==> src/rtl/mips16_pkg.sv <==
// Shared constants and types for the mips16 datapath blocks, including
// the restoring divider's state encoding and iteration-counter sizing.
package mips16_pkg;

    localparam int DIV_WIDTH = 16;

    function automatic int cnt_width(input int w);
        return (w > 1) ? $clog2(w) : 1;
    endfunction

    localparam int DIV_CNT_W = cnt_width(DIV_WIDTH);

    typedef enum logic [1:0] {
        IDLE = 2'd0,
        CALC = 2'd1,
        DONE = 2'd2
    } div_state_t;

endpackage

==> src/rtl/div16_step.sv <==
// One restoring-division iteration: shift the next dividend bit into the
// partial remainder and subtract the divisor if it fits.
module div16_step #(
    parameter int WIDTH = 16
) (
    input  logic [WIDTH-1:0] i_rem,
    input  logic             i_bit,
    input  logic [WIDTH-1:0] i_div,
    output logic [WIDTH-1:0] o_rem,
    output logic             o_qbit
);

    logic [WIDTH:0] w_shift;
    logic [WIDTH:0] w_diff;

    // i_rem < i_div always holds, so a borrow shows up in the top bit of w_diff
    always_comb begin
        w_shift = {i_rem, i_bit};
        w_diff  = w_shift - {1'b0, i_div};
        if (w_diff[WIDTH]) begin
            o_rem  = w_shift[WIDTH-1:0];
            o_qbit = 1'b0;
        end else begin
            o_rem  = w_diff[WIDTH-1:0];
            o_qbit = 1'b1;
        end
    end

endmodule

==> src/rtl/div16.sv <==
// Iterative restoring divider, one quotient bit per cycle, with signed /
// unsigned modes, divide-by-zero flag and valid/ready handshakes.
module div16
    import mips16_pkg::*;
#(
    parameter int WIDTH = DIV_WIDTH
) (
    input  logic             clk,
    input  logic             rst,
    input  logic             in_valid,
    output logic             in_ready,
    input  logic [WIDTH-1:0] a,
    input  logic [WIDTH-1:0] b,
    input  logic             sgn,
    output logic             out_valid,
    input  logic             out_ready,
    output logic [WIDTH-1:0] q,
    output logic [WIDTH-1:0] r,
    output logic             dz
);

    localparam int               CNT_W     = cnt_width(WIDTH);
    localparam logic [CNT_W-1:0] LAST_ITER = CNT_W'(WIDTH - 1);

    function automatic logic [WIDTH-1:0] neg_if(input logic [WIDTH-1:0] v, input logic en);
        return en ? (~v + {{(WIDTH-1){1'b0}}, 1'b1}) : v;
    endfunction

    div_state_t       r_state;
    logic [CNT_W-1:0] r_cnt;
    logic [WIDTH-1:0] r_rem;
    logic [WIDTH-1:0] r_quo;
    logic [WIDTH-1:0] r_div;
    logic             r_neg_q;
    logic             r_neg_r;

    logic [WIDTH-1:0] w_abs_a;
    logic [WIDTH-1:0] w_abs_b;
    logic [WIDTH-1:0] w_step_rem;
    logic             w_step_qbit;
    logic [WIDTH-1:0] w_quo_next;
    logic             w_b_zero;

    // Operand magnitudes; negating the most negative value wraps to itself,
    // which is exactly the unsigned magnitude needed for the overflow case.
    always_comb begin
        w_abs_a    = neg_if(a, sgn & a[WIDTH-1]);
        w_abs_b    = neg_if(b, sgn & b[WIDTH-1]);
        w_b_zero   = (b == {WIDTH{1'b0}});
        w_quo_next = {r_quo[WIDTH-2:0], w_step_qbit};
    end

    div16_step #(
        .WIDTH (WIDTH)
    ) u_step (
        .i_rem  (r_rem),
        .i_bit  (r_quo[WIDTH-1]),
        .i_div  (r_div),
        .o_rem  (w_step_rem),
        .o_qbit (w_step_qbit)
    );

    // Control FSM plus datapath registers; r_quo holds the dividend and fills with quotient bits
    always_ff @(posedge clk or posedge rst) begin
        if (rst) begin
            r_state   <= IDLE;
            r_cnt     <= {CNT_W{1'b0}};
            r_rem     <= {WIDTH{1'b0}};
            r_quo     <= {WIDTH{1'b0}};
            r_div     <= {WIDTH{1'b0}};
            r_neg_q   <= 1'b0;
            r_neg_r   <= 1'b0;
            q         <= {WIDTH{1'b0}};
            r         <= {WIDTH{1'b0}};
            dz        <= 1'b0;
            in_ready  <= 1'b1;
            out_valid <= 1'b0;
        end else begin
            case (r_state)
                IDLE: begin
                    if (in_valid && in_ready) begin
                        in_ready <= 1'b0;
                        if (w_b_zero) begin
                            r_state   <= DONE;
                            q         <= {WIDTH{1'b1}};
                            r         <= a;
                            dz        <= 1'b1;
                            out_valid <= 1'b1;
                        end else begin
                            r_state <= CALC;
                            r_cnt   <= {CNT_W{1'b0}};
                            r_rem   <= {WIDTH{1'b0}};
                            r_quo   <= w_abs_a;
                            r_div   <= w_abs_b;
                            r_neg_q <= sgn & (a[WIDTH-1] ^ b[WIDTH-1]);
                            r_neg_r <= sgn & a[WIDTH-1];
                        end
                    end
                end
                CALC: begin
                    r_rem <= w_step_rem;
                    r_quo <= w_quo_next;
                    if (r_cnt == LAST_ITER) begin
                        r_cnt     <= {CNT_W{1'b0}};
                        r_state   <= DONE;
                        q         <= neg_if(w_quo_next, r_neg_q);
                        r         <= neg_if(w_step_rem, r_neg_r);
                        dz        <= 1'b0;
                        out_valid <= 1'b1;
                    end else begin
                        r_cnt <= r_cnt + CNT_W'(1);
                    end
                end
                DONE: begin
                    if (out_ready) begin
                        r_state   <= IDLE;
                        out_valid <= 1'b0;
                        in_ready  <= 1'b1;
                    end
                end
                default: begin
                    r_state   <= IDLE;
                    r_cnt     <= {CNT_W{1'b0}};
                    out_valid <= 1'b0;
                    in_ready  <= 1'b1;
                end
            endcase
        end
    end

endmodule
==> config.mk <==
export PLATFORM = sky130hd
export DESIGN_NAME = div16
export DESIGN_NICKNAME = d
export VERILOG_FILES = /design/src/rtl/mips16_pkg.sv /design/src/rtl/div16_step.sv /design/src/rtl/div16.sv
export SDC_FILE = /design/constraint.sdc
export NUM_CORES = 1
export LEC_CHECK = 0
export ABC_CLOCK_PERIOD_IN_PS = 4600
export CORE_MARGIN = 2
export CORE_UTILIZATION = 25
export CTS_BUF_LIST = sky130_fd_sc_hd__clkbuf_2 sky130_fd_sc_hd__clkbuf_4 sky130_fd_sc_hd__clkbuf_8
export DETAILED_ROUTE_END_ITERATION = 8
export HOLD_SLACK_MARGIN = 0.05
export PLACE_DENSITY = 0.46
export SYNTH_ARGS = -nofsm -noshare
export SYNTH_HDL_FRONTEND = slang
export SYNTH_SLANG_ARGS = --single-unit
==> constraint.sdc <==
create_clock -name clk -period 4.6 [get_ports clk]
set_input_delay 0.92 -clock clk [delete_from_list [all_inputs] [get_ports clk]]
set_output_delay 0.92 -clock clk [all_outputs]
set_load 0.02 [all_outputs]
== Word-level counts from Yosys, hierarchy flattened ==
Index checks and enable logic that the tools add are counted.

* Add/sub/neg operators: 6
* Mux-type cells: 39
* Bitwise gates (word level): 11
* Reductions and logical operators: 11
* Equality and inequality tests: 8

{| class="wikitable"
|+ Operators by type and width
! kind !! count
|-
| 16-bit 2-to-1 mux || 15
|-
| 16-bit one-hot mux with 2 select lines || 4
|-
| 16-bit by 1-bit adder with 16-bit output, second input constant || 4
|-
| 16-bit inverter || 4
|-
| 17-bit by 16-bit subtractor with 17-bit output || 1
|-
| 16-bit logical NOT || 1
|-
| 3-bit AND reduction || 5
|-
| 4-bit 2-to-1 mux || 3
|-
| 4-bit one-hot mux with 3 select lines || 1
|-
| 2-bit != test, second input constant || 5
|-
| 1-bit 2-to-1 mux || 8
|-
| 2-bit 2-to-1 mux || 4
|-
| 4-bit AND reduction || 2
|-
| 1-bit one-hot mux with 3 select lines || 2
|-
| 2-bit one-hot mux with 3 select lines || 1
|-
| 4-bit by 1-bit adder with 4-bit output, second input constant || 1
|-
| 4-bit equality test, second input constant || 1
|-
| 1-bit bitwise AND || 3
|-
| 1-bit inverter || 3
|-
| 2-bit by 1-bit equality test with 1-bit output, second input constant || 1
|-
| 2-bit equality test, second input constant || 1
|-
| 2-bit logical NOT || 1
|-
| 1-bit one-hot mux with 2 select lines || 1
|-
| 2-bit nonzero test || 1
|-
| other kinds (2) || 2
|}

* Flip-flop bits (word level): 91
* Output and inout port bits: 35
* Word-level logic and storage cells: 87
* Bits of input ports: 37

== Depth between registers and ports, before layout ==
Gate-level depths: netlist of run 1.

* Depth after elaboration: 7
* Depth in mapped cells: 17
* Depth with buffers taken out: 15

== By module ==
A second synthesis of run 1 with hierarchy kept.

* Cells, all modules: 682
* Area total of the unflattened synthesis: 6095.8 um2

{| class="wikitable"
|+ By module, submodules not included
! module !! seq. area each (um2) !! instances !! area each (um2) !! cells each
|-
| div16 || 2278.4 || 1 || 5083.6 || 554
|-
| div16_step || 0.0 || 1 || 1012.2 || 128
|}

== Worst setup path before layout of run 1 ==
OpenSTA, ideal clock, no wires.

* Path type: register -> register
* From: reg r_quo[15]
* To: reg q[14]
* Path slack: 0.708 ns
* Clock period less this slack: 3.892 ns
* Setup time: 0.141 ns
* Data arrival time: 3.750 ns
* Buffers on the path: 2
* Stages on the path, launching flop included: 17
* Cells stage by stage: dfrtp_1 -> inv_1 -> ha_1 -> fa_1 -> nand2b_1 -> a211o_1 -> a211oi_4 -> o311a_2 -> nor2_4 -> inv_2 -> buf_4 -> buf_6 -> ha_1 -> or3b_2 -> o41ai_1 -> xor2_1 -> a31oi_1

* Longest elaborated chain between the ends: 7

{| class="wikitable"
|+ RTL lines
! item !! RTL line !! text
|-
| start, declared || div16.sv:32 || <nowiki>logic [WIDTH-1:0] r_quo;</nowiki>
|-
| start signal, assigned || div16.sv:69 || <nowiki>r_quo <= {WIDTH{1'b0}};</nowiki>
|-
| start signal, assigned || div16.sv:93 || <nowiki>r_quo <= w_abs_a;</nowiki>
|-
| start signal, assigned || div16.sv:102 || <nowiki>r_quo <= w_quo_next;</nowiki>
|-
| 17-bit by 16-bit subtractor with 17-bit output || div16_step.sv:19 || <nowiki>w_diff = w_shift - {1'b0, i_div};</nowiki>
|-
| 1-bit 2-to-1 mux || div16_step.sv:20 || <nowiki>if (w_diff[WIDTH]) begin</nowiki>
|-
| 16-bit inverter || div16.sv:26 || <nowiki>return en ? (~v + {{(WIDTH-1){1'b0}}, 1'b1}) : v;</nowiki>
|-
| 16-bit by 1-bit adder with 16-bit output || div16.sv:26 ||
|-
| 16-bit 2-to-1 mux || div16.sv:26 ||
|-
| 16-bit 2-to-1 mux || div16.sv:103 || <nowiki>if (r_cnt == LAST_ITER) begin</nowiki>
|-
| 16-bit one-hot mux with 2 select lines || div16.sv:79 || <nowiki>case (r_state)</nowiki>
|-
| end signal, assigned || div16.sv:73 || <nowiki>q <= {WIDTH{1'b0}};</nowiki>
|-
| end signal, assigned || div16.sv:85 || <nowiki>q <= {WIDTH{1'b1}};</nowiki>
|-
| end signal, assigned || div16.sv:106 || <nowiki>q <= neg_if(w_quo_next, r_neg_q);</nowiki>
|-
| end, declared || div16.sv:17 || <nowiki>output logic [WIDTH-1:0] q,</nowiki>
|}

Every way passes these cells. The select of a mux whose other input is x is not followed.
A chain may end at the register's enable or synchronous reset.

== Worst setup path in the final report of run 1 ==
* From: reg r_quo[15]
* To: reg r[15]

* Longest elaborated chain between the ends: 7

{| class="wikitable"
|+ RTL lines
! item !! RTL line !! text
|-
| 17-bit by 16-bit subtractor with 17-bit output || div16_step.sv:19 ||
|-
| 16-bit 2-to-1 mux (*) || div16_step.sv:20 ||
|-
| 16-bit inverter || div16.sv:26 ||
|-
| 16-bit by 1-bit adder with 16-bit output || div16.sv:26 ||
|-
| 16-bit 2-to-1 mux (*) || div16.sv:26 ||
|-
| 16-bit 2-to-1 mux (*) || div16.sv:103 ||
|-
| 16-bit one-hot mux with 2 select lines (*) || div16.sv:79 ||
|-
| end signal, assigned || div16.sv:74 || <nowiki>r <= {WIDTH{1'b0}};</nowiki>
|-
| end signal, assigned || div16.sv:107 || <nowiki>r <= neg_if(w_step_rem, r_neg_r);</nowiki>
|-
| end, declared || div16.sv:18 || <nowiki>output logic [WIDTH-1:0] r,</nowiki>
|}

Mark *: on every way between the ends. The rest lies on a longest branch, timed or not. The select of a mux whose other input is x is not followed.

==> results of run 1 <==
[cell families after synthesis]
kind of cell / count (synthesis) / synth area share (%)
and+or+nand+nor: 280 / 20.5
AOI/OAI and AO/OA: 245 / 24.8
DFF: 91 / 35.6
buffers and inverters: 73 / 4.75
xor gates and xnor gates: 53 / 7.25
adders and majority gates: 22 / 4.41
muxes: 17 / 2.71
[power by group]
group          internal [mW]  total (mW)  leakage (nW)  switching (mW)
sequential              1.13        1.50          1.09           0.371
clock                  0.217       0.556        0.0933           0.339
combinational           1.52        3.86          1.92            2.34
[layout by cell type, fill, tap and decap left out, types with 12 or more instances in the layout]
cell,netlist,final
a21oi_1,54,54
a31oi_1,18,18
buf_4,2,19
clkdlybuf4s50_1,0,71
dfrtp_1,90,90
ha_1,21,21
inv_1,32,31
mux2i_1,14,14
nand2_1,103,103
nor2_1,71,71
nor3_1,21,21
o21ai_0,84,83
o31ai_1,12,12
xnor2_1,24,24
xor2_1,29,29
[state kept, by name, indices dropped and copies added, names as in the netlist]
| register | flops |
|---|---|
| q | 16 |
| in_ready | 1 |
| r | 16 |
| r_div | 16 |
| r_cnt | 4 |
| r_state | 2 |
| r_neg_r | 1 |
| dz | 1 |
| r_rem | 16 |
| r_neg_q | 1 |
| out_valid | 1 |
| r_quo | 16 |
[worst max path at each step]
stage / from / endpoint / slack (ps) / depth (start not counted)
after global routing: r_quo[15] / r[15] / 0.9 / 14
after detailed placement: r_quo[15] / r[15] / 430 / 14
after floorplan: r_quo[15] / q[14] / 710 / 16
after global placement: r_quo[15] / r[15] / 530 / 14
after CTS: r_quo[15] / r[15] / 420 / 14
final: r_quo[15] / r[15] / 410 / 14
[critical path, stage by stage, from the launching register on]
cell,delay [ps]
dfrtp_1,400
inv_1,90
ha_1,230
fa_1,410
nand2b_1,180
a211o_1,330
a211oi_4,410
o21ai_2,220
nor2_4,330
inv_2,130
buf_4,230
o311ai_2,400
o221ai_1,210
xnor2_1,270
o221ai_1,160
[layer usage]
layer	share of wire, %	routed length, µm	up-vias	GRT usage, %
li1	-	-	2943	-
met5	0	0	-	0
met1	50	10200	2825	22.3
met3	3.6	740	17	2.35
met2	45	9190	115	24.3
met4	1.2	244	0	3.39
[per-stage QoR]
step | cell area [µm²] | total power, mW | setup WS, ps
2_1_floorplan | 6410 | 4.13 | 708
3_3_place_gp | 7510 | 5.37 | 526
3_5_place_dp | 7510 | 5.37 | 429
4_1_cts | 7690 | 5.95 | 417
5_1_grt | 7690 | 6.44 | 0.946
6_report | 7690 | 5.92 | 409
[layout make-up]
cell class	instances	area (µm²)	area share [%]
Clock inverter	6	47.5	0.618
Tap cell	330	413	5.37
Timing Repair Buffer	90	853	11.1
Inverter	33	126	1.64
Clock buffer	10	138	1.79
Multi-Input combinational cell	617	3830	49.9
Sequential cell	91	2280	29.6
==> reports/qor.txt, run 1 <==
Worst hold path startpoint: r_div[12]
Max_cap viols: 0
Final Setup Violations: 0
Setup crit end kind: register
Avg WL per Cell: 17.3 µm
Final hold violation count: 0
Pleak: 3.10 nW
Most frequent cells after synthesis: 103 x nand2_1, 90 x dfrtp_1, 84 x o21ai_0, 71 x nor2_1, 54 x a21oi_1
Antenna Violating Nets Remaining: 0
Distinct cells, synth: 74
Fin crit period: 4190 ps
Initial DRC count: 439
CTS Sinks: 91
Drt total wl: 20.4 mm
Synth top area share: 35.2%
Filler cells: 2,719
Largest cells by area after synthesis: dfrtp_1 35%, o21ai_0 6.6%, nand2_1 6.0%
Post-route clock period utilization: 91.1%
Die ar.: 26,900 µm²
First-pass GRT wire length: 32.4 mm
Via density: 5.01
Critical path type: register to register
Worst Path Max Fanout: 16
Global Route Usage Sum: 15.5%
Placed insts: 1,161
Critical R2R Capture: r[15]
Slew Limit Fails: 0
Die H: 164 µm
DRC Markers: 0
Number of flops mapped to enable cells by yosys: 0
Worst skew pair latency: 390 ps
Site Rows: 58
I/O pin total: 72
Worst Reg-to-Reg Cells: 14
Startpoint Class: register
Slew HR: 9.29%
Status: complete, no violations
CTS max path bufs: 2
Initial Util: 25.4%
Fin nets: 901
PostCTS Resize Cnt: 0
Area leader, netlist: dfrtp_1
IO buf count: 71
Post CTS Setup Buffer Count: 0
Pin count of the biggest net entering global routing: 39
Top-count cell post-synth: nand2_1
Critical path data arrival time: 4420 ps
Synth Cell Area: 6410 µm²
Top_reg_cell synth: dfrtp_1
Core Util, Final: 30.5%
Mapped Nets: 840
DIE WIDTH: 164 µm
Synth Area per Inst: 8.20 µm²
DR vias: 5,900
Slew @ Worst Pin: 1350 ps
Setup_tns: 0 ps
Seq/Total Area, Yosys: 35.6%
Post-DP HPWL: 15.6 mm
Critical Path RT: 4830 ps
TritonCTS clock tree: built
Synth-to-layout area growth: 20.1%
Placer Congestion: 0.886
Hold Path Stages: 2
# diodes: 0
Worst hold margin: 492 ps
Num CTS Buffers: 9
Hold-fix buffers at CTS: 0
CTS clk-pin slew, worst paths: 100 ps
Reg2reg start: r_quo[15]
Iteration count of the initial detailed-routing pass: 5
Initial antenna violation count: 0
F_max: 239 MHz
Overflow after GRT: 0
Number of synthesis warnings: 0
Register-to-register setup slack: 410 ps
Vias in the first global route: 5,696
Cell Pwr Density: 770 nW/µm²
Async S/R FF share, synth: 100%
Layout cells sized above 1: 7.67%
Unrepaired setup endpoints after global routing: no
Max VDD drop: 0.244 mV
Synth Register Bits: 91
H-tree levels: 3
Non-Filler Instances: 1,177
Hold Crit Class: register to register
Layout Skew: 10.6 ps
Syn Inst Count: 781
Worst Hold Endpoint: r_div[12]
Root buffer cell: clkbuf_8
Area of the core: 25,200 µm²
(Power assumes the default switching activity.)
==> inputs of run 2 (changes only) <==
- CORE_MARGIN: 2 -> unset
==> run 2 against run 1 <==
- global-route usage is 0.24 points higher
- combinational power about the same
- sequential power hardly changed
- fmax rose by 2.0%
- highest routed layer unchanged
- final cell count shrank 0.34%
- largest cell class unchanged
- sequential cell count did not move
- critical endpoint is now q[14]
- via count is 1.7% lower
- register-to-register slack improved by 80 ps
- die area is 2.4% lower
- hold slack got worse by 1.6 ps
==> reports/qor.txt, run 2 (same netlist as run 1, synthesis figures left out) <==
Status: complete, no violations (unchanged)
Commonest non-fill, non-tap cell in the layout: nand2_1 (unchanged)
Slew HR: 38.7% (was 9.29%)
Iteration count of the initial detailed-routing pass: 5 (unchanged)
Initial Util: 25.4% (unchanged)
Post-DP HPWL: 15.0 mm (was 15.6 mm)
TritonCTS clock tree: built (unchanged)
Critical Path Slowest Stage Cell: or3b_2 (was fa_1)
Critical-path cell list: inv_1 -> ha_1 -> fa_1 -> nand2b_1 -> a211o_1 -> a211oi_4 -> o311a_2 -> nor2_4 -> inv_2 -> ha_1 -> or3b_2 -> o41ai_1 -> xor2_1 -> a31oi_1 (was inv_1 -> ha_1 -> fa_1 -> nand2b_1 -> a211o_1 -> a211oi_4 -> o21ai_2 -> nor2_4 -> inv_2 -> buf_4 -> o311ai_2 -> o221ai_1 -> xnor2_1 -> o221ai_1)
Site Rows: 58 (unchanged)
Filler cells: 2,681 (was 2,719)
Worst Path Buf+Inv: 2 (was 3)
Global Route Usage Sum: 15.7% (was 15.5%)
IO buf count: 71 (unchanged)
Post-layout total power: 5.98 mW (was 5.92 mW)
Worst hold path startpoint: r[0] (was r_div[12])
Layout cells sized above 1: 7.13% (was 7.67%)
Post-place instance area: 7470 µm² (was 7510 µm²)
Avg WL per Cell: 17.0 µm (was 17.3 µm)
Fin crit period: 4110 ps (was 4190 ps)
Cell Pwr Density: 777 nW/µm² (was 770 nW/µm²)
Area of the core: 25,200 µm² (unchanged)
Final Setup Violations: 0 (unchanged)
Setup_tns: 0 ps (unchanged)
Pint: 2.95 mW (was 2.86 mW)
CTS Sinks: 91 (unchanged)
Non-Filler Instances: 1,173 (was 1,177)
Switching pwr: 3.03 mW (was 3.05 mW)
Max_cap viols: 0 (unchanged)
Die H: 162 µm (was 164 µm)
CP max stage delay: 530 ps (was 410 ps)
Worst Path Max Fanout: 9 (was 16)
Critical path type: register to register (unchanged)
Slew @ Worst Pin: 914 ps (was 1350 ps)
Vias in the first global route: 5,725 (was 5,696)
Setup ws final: 491 ps (was 409 ps)
Switch share: 50.6% (was 51.6%)
Layout Skew: 12.3 ps (was 10.6 ps)
Antenna Violating Nets Remaining: 0 (unchanged)
DR vias: 5,802 (was 5,900)
Clk network pwr share: 10.6% (was 9.4%)
I/O pin total: 72 (unchanged)
Unrepaired setup endpoints after global routing: no (unchanged)
Initial antenna violation count: 1 (was 0)
Synth-to-layout area growth: 20.1% (about the same)
CTS max path bufs: 2 (unchanged)
Slew Limit Fails: 0 (unchanged)
Logic pwr share: 64.4% (was 65.2%)
Post CTS Setup Buffer Count: 0 (unchanged)
Hold-fix buffers at CTS: 0 (unchanged)
Initial DRC count: 414 (was 439)
Fin nets: 896 (was 901)
Reg2reg start: r_quo[15] (unchanged)
Sequential share of power: 25.0% (was 25.4%)
Drt total wl: 19.9 mm (was 20.4 mm)
Num CTS Buffers: 9 (unchanged)
H-tree levels: 3 (unchanged)
Pre-CTS WS: 490 ps (was 429 ps)
Overflow after GRT: 0 (unchanged)
DRC Markers: 0 (unchanged)
CTS clk-pin slew, worst paths: 100 ps (about the same)
Pleak: 3.10 nW (about the same)
Die ar.: 26,300 µm² (was 26,900 µm²)
Placed insts: 1,156 (was 1,161)
Startpoint Class: register (unchanged)
Worst hold margin: 490 ps (was 492 ps)
PostCTS Resize Cnt: 0 (unchanged)
Pin count of the biggest net entering global routing: 62 (was 39)
Worst skew pair latency: 380 ps (was 390 ps)
Most frequent CP cell: ha_1 (was o221ai_1)
F_max: 243 MHz (was 239 MHz)
Delay-heaviest family, CP: compound AO/OA/AOI/OAI gates (unchanged)
DIE WIDTH: 162 µm (was 164 µm)
Most frequent cells in the layout: 103 x nand2_1, 90 x dfrtp_1, 83 x o21ai_0, 71 x nor2_1, 71 x clkdlybuf4s50_1 (unchanged)
Placer Congestion: 0.830 (was 0.886)
Crit path from: r_quo[15] (unchanged)
Via density: 4.95 (was 5.01)
First-pass GRT wire length: 32.1 mm (was 32.4 mm)
Critical path data arrival time: 4360 ps (was 4420 ps)
Post-route clock period utilization: 89.3% (was 91.1%)
Hold Crit Class: register to register (unchanged)
Max VDD drop: 0.259 mV (was 0.244 mV)
Root buffer cell: clkbuf_8 (unchanged)
Critical Path RT: 4850 ps (was 4830 ps)
Final hold violation count: 0 (unchanged)
Setup crit end kind: register (unchanged)
Final instance area: 7690 µm² (about the same)
Core Util, Final: 30.6% (was 30.5%)
-- run 2: worst min-delay path: cells and delay by family, from the launching register on --
family / cells / cell delay (ps)
flip-flops: 1 / 370
AND/OR/NAND/NOR: 2 / 100
-- run 2: power by group through the flow --
stage                     sequential, mW  combinational [mW]  clock (mW)
after floorplan                     1.51                2.62           0
after global placement              1.51                3.85           0
after detailed placement            1.51                3.85           0
after CTS                           1.49                3.87       0.666
after global routing                1.54                4.26       0.690
final                               1.49                3.85       0.636
-- run 2: path summary, 6_finish.rpt --
path / slack, ps / endpoint / depth (start not counted)
min in group asynchronous: 1080 / r_rem[14] / 2
max: 490 / q[14] / 14
min reg2reg: 490 / r[0] / 2
max reg2reg: 490 / q[14] / 14
max in group asynchronous: 2750 / r_rem[2] / 3
min: 490 / r[0] / 2
-- run 2: area by class of cell --
| cell class | count | area (µm²) | area share (%) |
|---|---|---|---|
| clock inverter | 4 | 76.3 | 0.992 |
| multi-input combinational | 617 | 3830 | 49.8 |
| clock buffer | 12 | 146 | 1.90 |
| tap | 330 | 413 | 5.37 |
| antenna | 1 | 2.50 | 0.0325 |
| inverter | 33 | 126 | 1.64 |
| sequential | 91 | 2280 | 29.6 |
| timing repair buffer | 85 | 816 | 10.6 |
-- run 2: per-layer routing --
metal / global-route usage (%) / part of all wire [%] / vias to the layer above
li1: - / - / 2915
met1: 22.0 / 50 / 2733
met2: 24.8 / 45 / 137
met3: 2.63 / 3.9 / 17
met4: 4.20 / 1.4 / 0
met5: 0 / 0 / -
==> inputs of run 3 (changes only) <==
- ABC_CLOCK_PERIOD_IN_PS: 4600 -> 3500
- PLACE_DENSITY: 0.46 -> 0.47
- clock period: 4.6 -> 3.5 ns (I/O delays scaled with it)
==> run 3 against run 2 <==
- die area did not move
- global-route usage rose by 0.51 points
- fmax rose by 21%
- non-clock buffer count rose by 54
- hold slack got worse by 14 ps
- clock power rose by 17%
- sequential cell count did not move
- sequential share of layout area fell by 2.3 points
- power rose by 46%
- first-iteration DRC count fell by 25%
- critical endpoint is now q[8]
- final cell count rose by 4.5%
- count of clock-buffer cells in the layout did not move
==> reports/qor.txt, run 3 (same netlist as run 1, synthesis figures left out) <==
Layout Skew: 19.5 ps (was 12.3 ps)
Critical Path RT: 3770 ps (was 4850 ps)
Worst Path Max Fanout: 8 (was 9)
Initial Util: 25.4% (unchanged)
Post-DP HPWL: 16.1 mm (was 15.0 mm)
Slew Limit Fails: 0 (unchanged)
Non-Filler Instances: 1,226 (was 1,173)
Cell Pwr Density: 1050 nW/µm² (was 777 nW/µm²)
Pleak: 3.41 nW (was 3.10 nW)
Setup crit end kind: register (unchanged)
Unrepaired setup endpoints after global routing: yes (was no)
Status: complete, no violations (unchanged)
IO buf count: 71 (unchanged)
Post-route clock period utilization: 97.4% (was 89.3%)
Crit path from: r_div[0] (was r_quo[15])
First-pass GRT wire length: 32.8 mm (was 32.1 mm)
Placer Congestion: 0.899 (was 0.830)
Reg2reg start: r_div[0] (was r_quo[15])
Worst skew pair latency: 400 ps (was 380 ps)
Critical path data arrival time: 3680 ps (was 4360 ps)
DR vias: 6,064 (was 5,802)
Antenna Violating Nets Remaining: 0 (unchanged)
Startpoint Class: register (unchanged)
Num CTS Buffers: 9 (unchanged)
Die ar.: 26,300 µm² (unchanged)
Slew @ Worst Pin: 923 ps (was 914 ps)
F_max: 293 MHz (was 243 MHz)
Area of the core: 25,200 µm² (unchanged)
Post-layout total power: 8.72 mW (was 5.98 mW)
Initial DRC count: 311 (was 414)
Most frequent cells in the layout: 103 x nand2_1, 90 x dfrtp_1, 82 x o21ai_0, 71 x nor2_1, 71 x clkdlybuf4s50_1 (was 103 x nand2_1, 90 x dfrtp_1, 83 x o21ai_0, 71 x nor2_1, 71 x clkdlybuf4s50_1)
Site Rows: 58 (unchanged)
Via density: 4.95 (about the same)
CTS Sinks: 91 (unchanged)
Fin nets: 950 (was 896)
Setup_tns: 0 ps (unchanged)
Root buffer cell: clkbuf_8 (unchanged)
Avg WL per Cell: 17.0 µm (about the same)
Commonest non-fill, non-tap cell in the layout: nand2_1 (unchanged)
Die H: 162 µm (unchanged)
Worst hold margin: 476 ps (was 490 ps)
Max VDD drop: 0.369 mV (was 0.259 mV)
Critical path type: register to register (unchanged)
I/O pin total: 72 (unchanged)
Pin count of the biggest net entering global routing: 57 (was 62)
Global Route Usage Sum: 16.2% (was 15.7%)
TritonCTS clock tree: built (unchanged)
Vias in the first global route: 5,819 (was 5,725)
Final hold violation count: 0 (unchanged)
Final Setup Violations: 0 (unchanged)
Layout cells sized above 1: 15.0% (was 7.13%)
Synth-to-layout area growth: 30.1% (was 20.1%)
Worst hold path startpoint: r[0] (unchanged)
DRC Markers: 0 (unchanged)
CTS clk-pin slew, worst paths: 110 ps (was 100 ps)
CTS max path bufs: 2 (unchanged)
Iteration count of the initial detailed-routing pass: 5 (unchanged)
Pre-CTS WS: -28.1 ps (was 490 ps)
Overflow after GRT: 0 (unchanged)
Hold-fix buffers at CTS: 0 (unchanged)
Initial antenna violation count: 0 (was 1)
Slew HR: 38.4% (was 38.7%)
Max_cap viols: 0 (unchanged)
DIE WIDTH: 162 µm (unchanged)
Hold Crit Class: register to register (unchanged)
Placed insts: 1,207 (was 1,156)
# diodes: 0 (was 1)
Drt total wl: 20.8 mm (was 19.9 mm)
Fin crit period: 3410 ps (was 4110 ps)
Setup ws final: 92.4 ps (was 491 ps)
H-tree levels: 3 (unchanged)
[run 3: cell types whose count changed in the layout (fill, tap and decap cells not counted), moves of 3 or more]
| cell | change |
|---|---|
| a21oi_1 | -3 |
| a21oi_2 | +3 |
| buf_12 | +7 |
| buf_4 | +44 |
| buf_6 | +3 |
| ha_1 | -3 |
| ha_4 | +3 |
| o31ai_1 | -3 |
| o31ai_2 | +3 |
[run 3: layer usage]
| metal | global-route usage [%] | wire length (µm) |
|---|---|---|
| met3 | 2.35 | 645 |
| met1 | 22.5 | 10100 |
| met5 | 0 | 0 |
| met2 | 25.9 | 9590 |
| met4 | 4.85 | 460 |
[run 3: worst paths after layout]
| kind | slack (ps) | cells past startpoint | end |
|---|---|---|---|
| max reg2reg | 90 | 14 | q[8] |
| max in group asynchronous | 2090 | 3 | r[13] |
| min reg2reg | 480 | 2 | r[0] |
| min in group asynchronous | 700 | 2 | r_div[8] |
| max | 90 | 14 | q[8] |
| min | 480 | 2 | r[0] |
[run 3: worst max-delay path, stage by stage, from the launching register on]
cell,delay [ps]
dfrtp_1,420
ha_4,180
fa_2,350
nand2b_4,150
a211o_1,310
a211oi_4,330
o311a_4,250
nor2_4,50
clkinv_4,90
buf_12,120
ha_4,120
or3b_4,410
o31ai_2,260
xor2_1,160
a31oi_1,90
[run 3: report_power, final]
| group | switching [mW] | internal (mW) | total, mW |
|---|---|---|---|
| combinational | 3.40 | 2.63 | 6.04 |
| clock | 0.431 | 0.311 | 0.742 |
| sequential | 0.457 | 1.49 | 1.95 |
[run 3: timing repair]
| item | CTS | global route |
|---|---|---|
| buffers inserted | 0 | 3 |
| gates resized for setup | 0 | 22 |
| endpoints found under the setup margin | 3 | 19 |
| pin swaps | 1 | 10 |
[run 3: stage by stage]
step           utilization, %  instance area [µm²]
5_1_grt                  33.1                 8330
4_1_cts                  32.5                 8190
2_1_floorplan               -                 6470
3_3_place_gp             31.8                 8000
3_5_place_dp             31.8                 8000
6_report                 33.1                 8330
[run 3: area by class of cell]
cell class / count / area [µm²]
clock inverter: 4 / 32.5
multi-input combinational: 617 / 4000
tap: 330 / 413
fill: 2641 / 16800
sequential: 91 / 2280
clock buffer: 12 / 159
inverter: 33 / 131
timing repair buffer: 139 / 1320
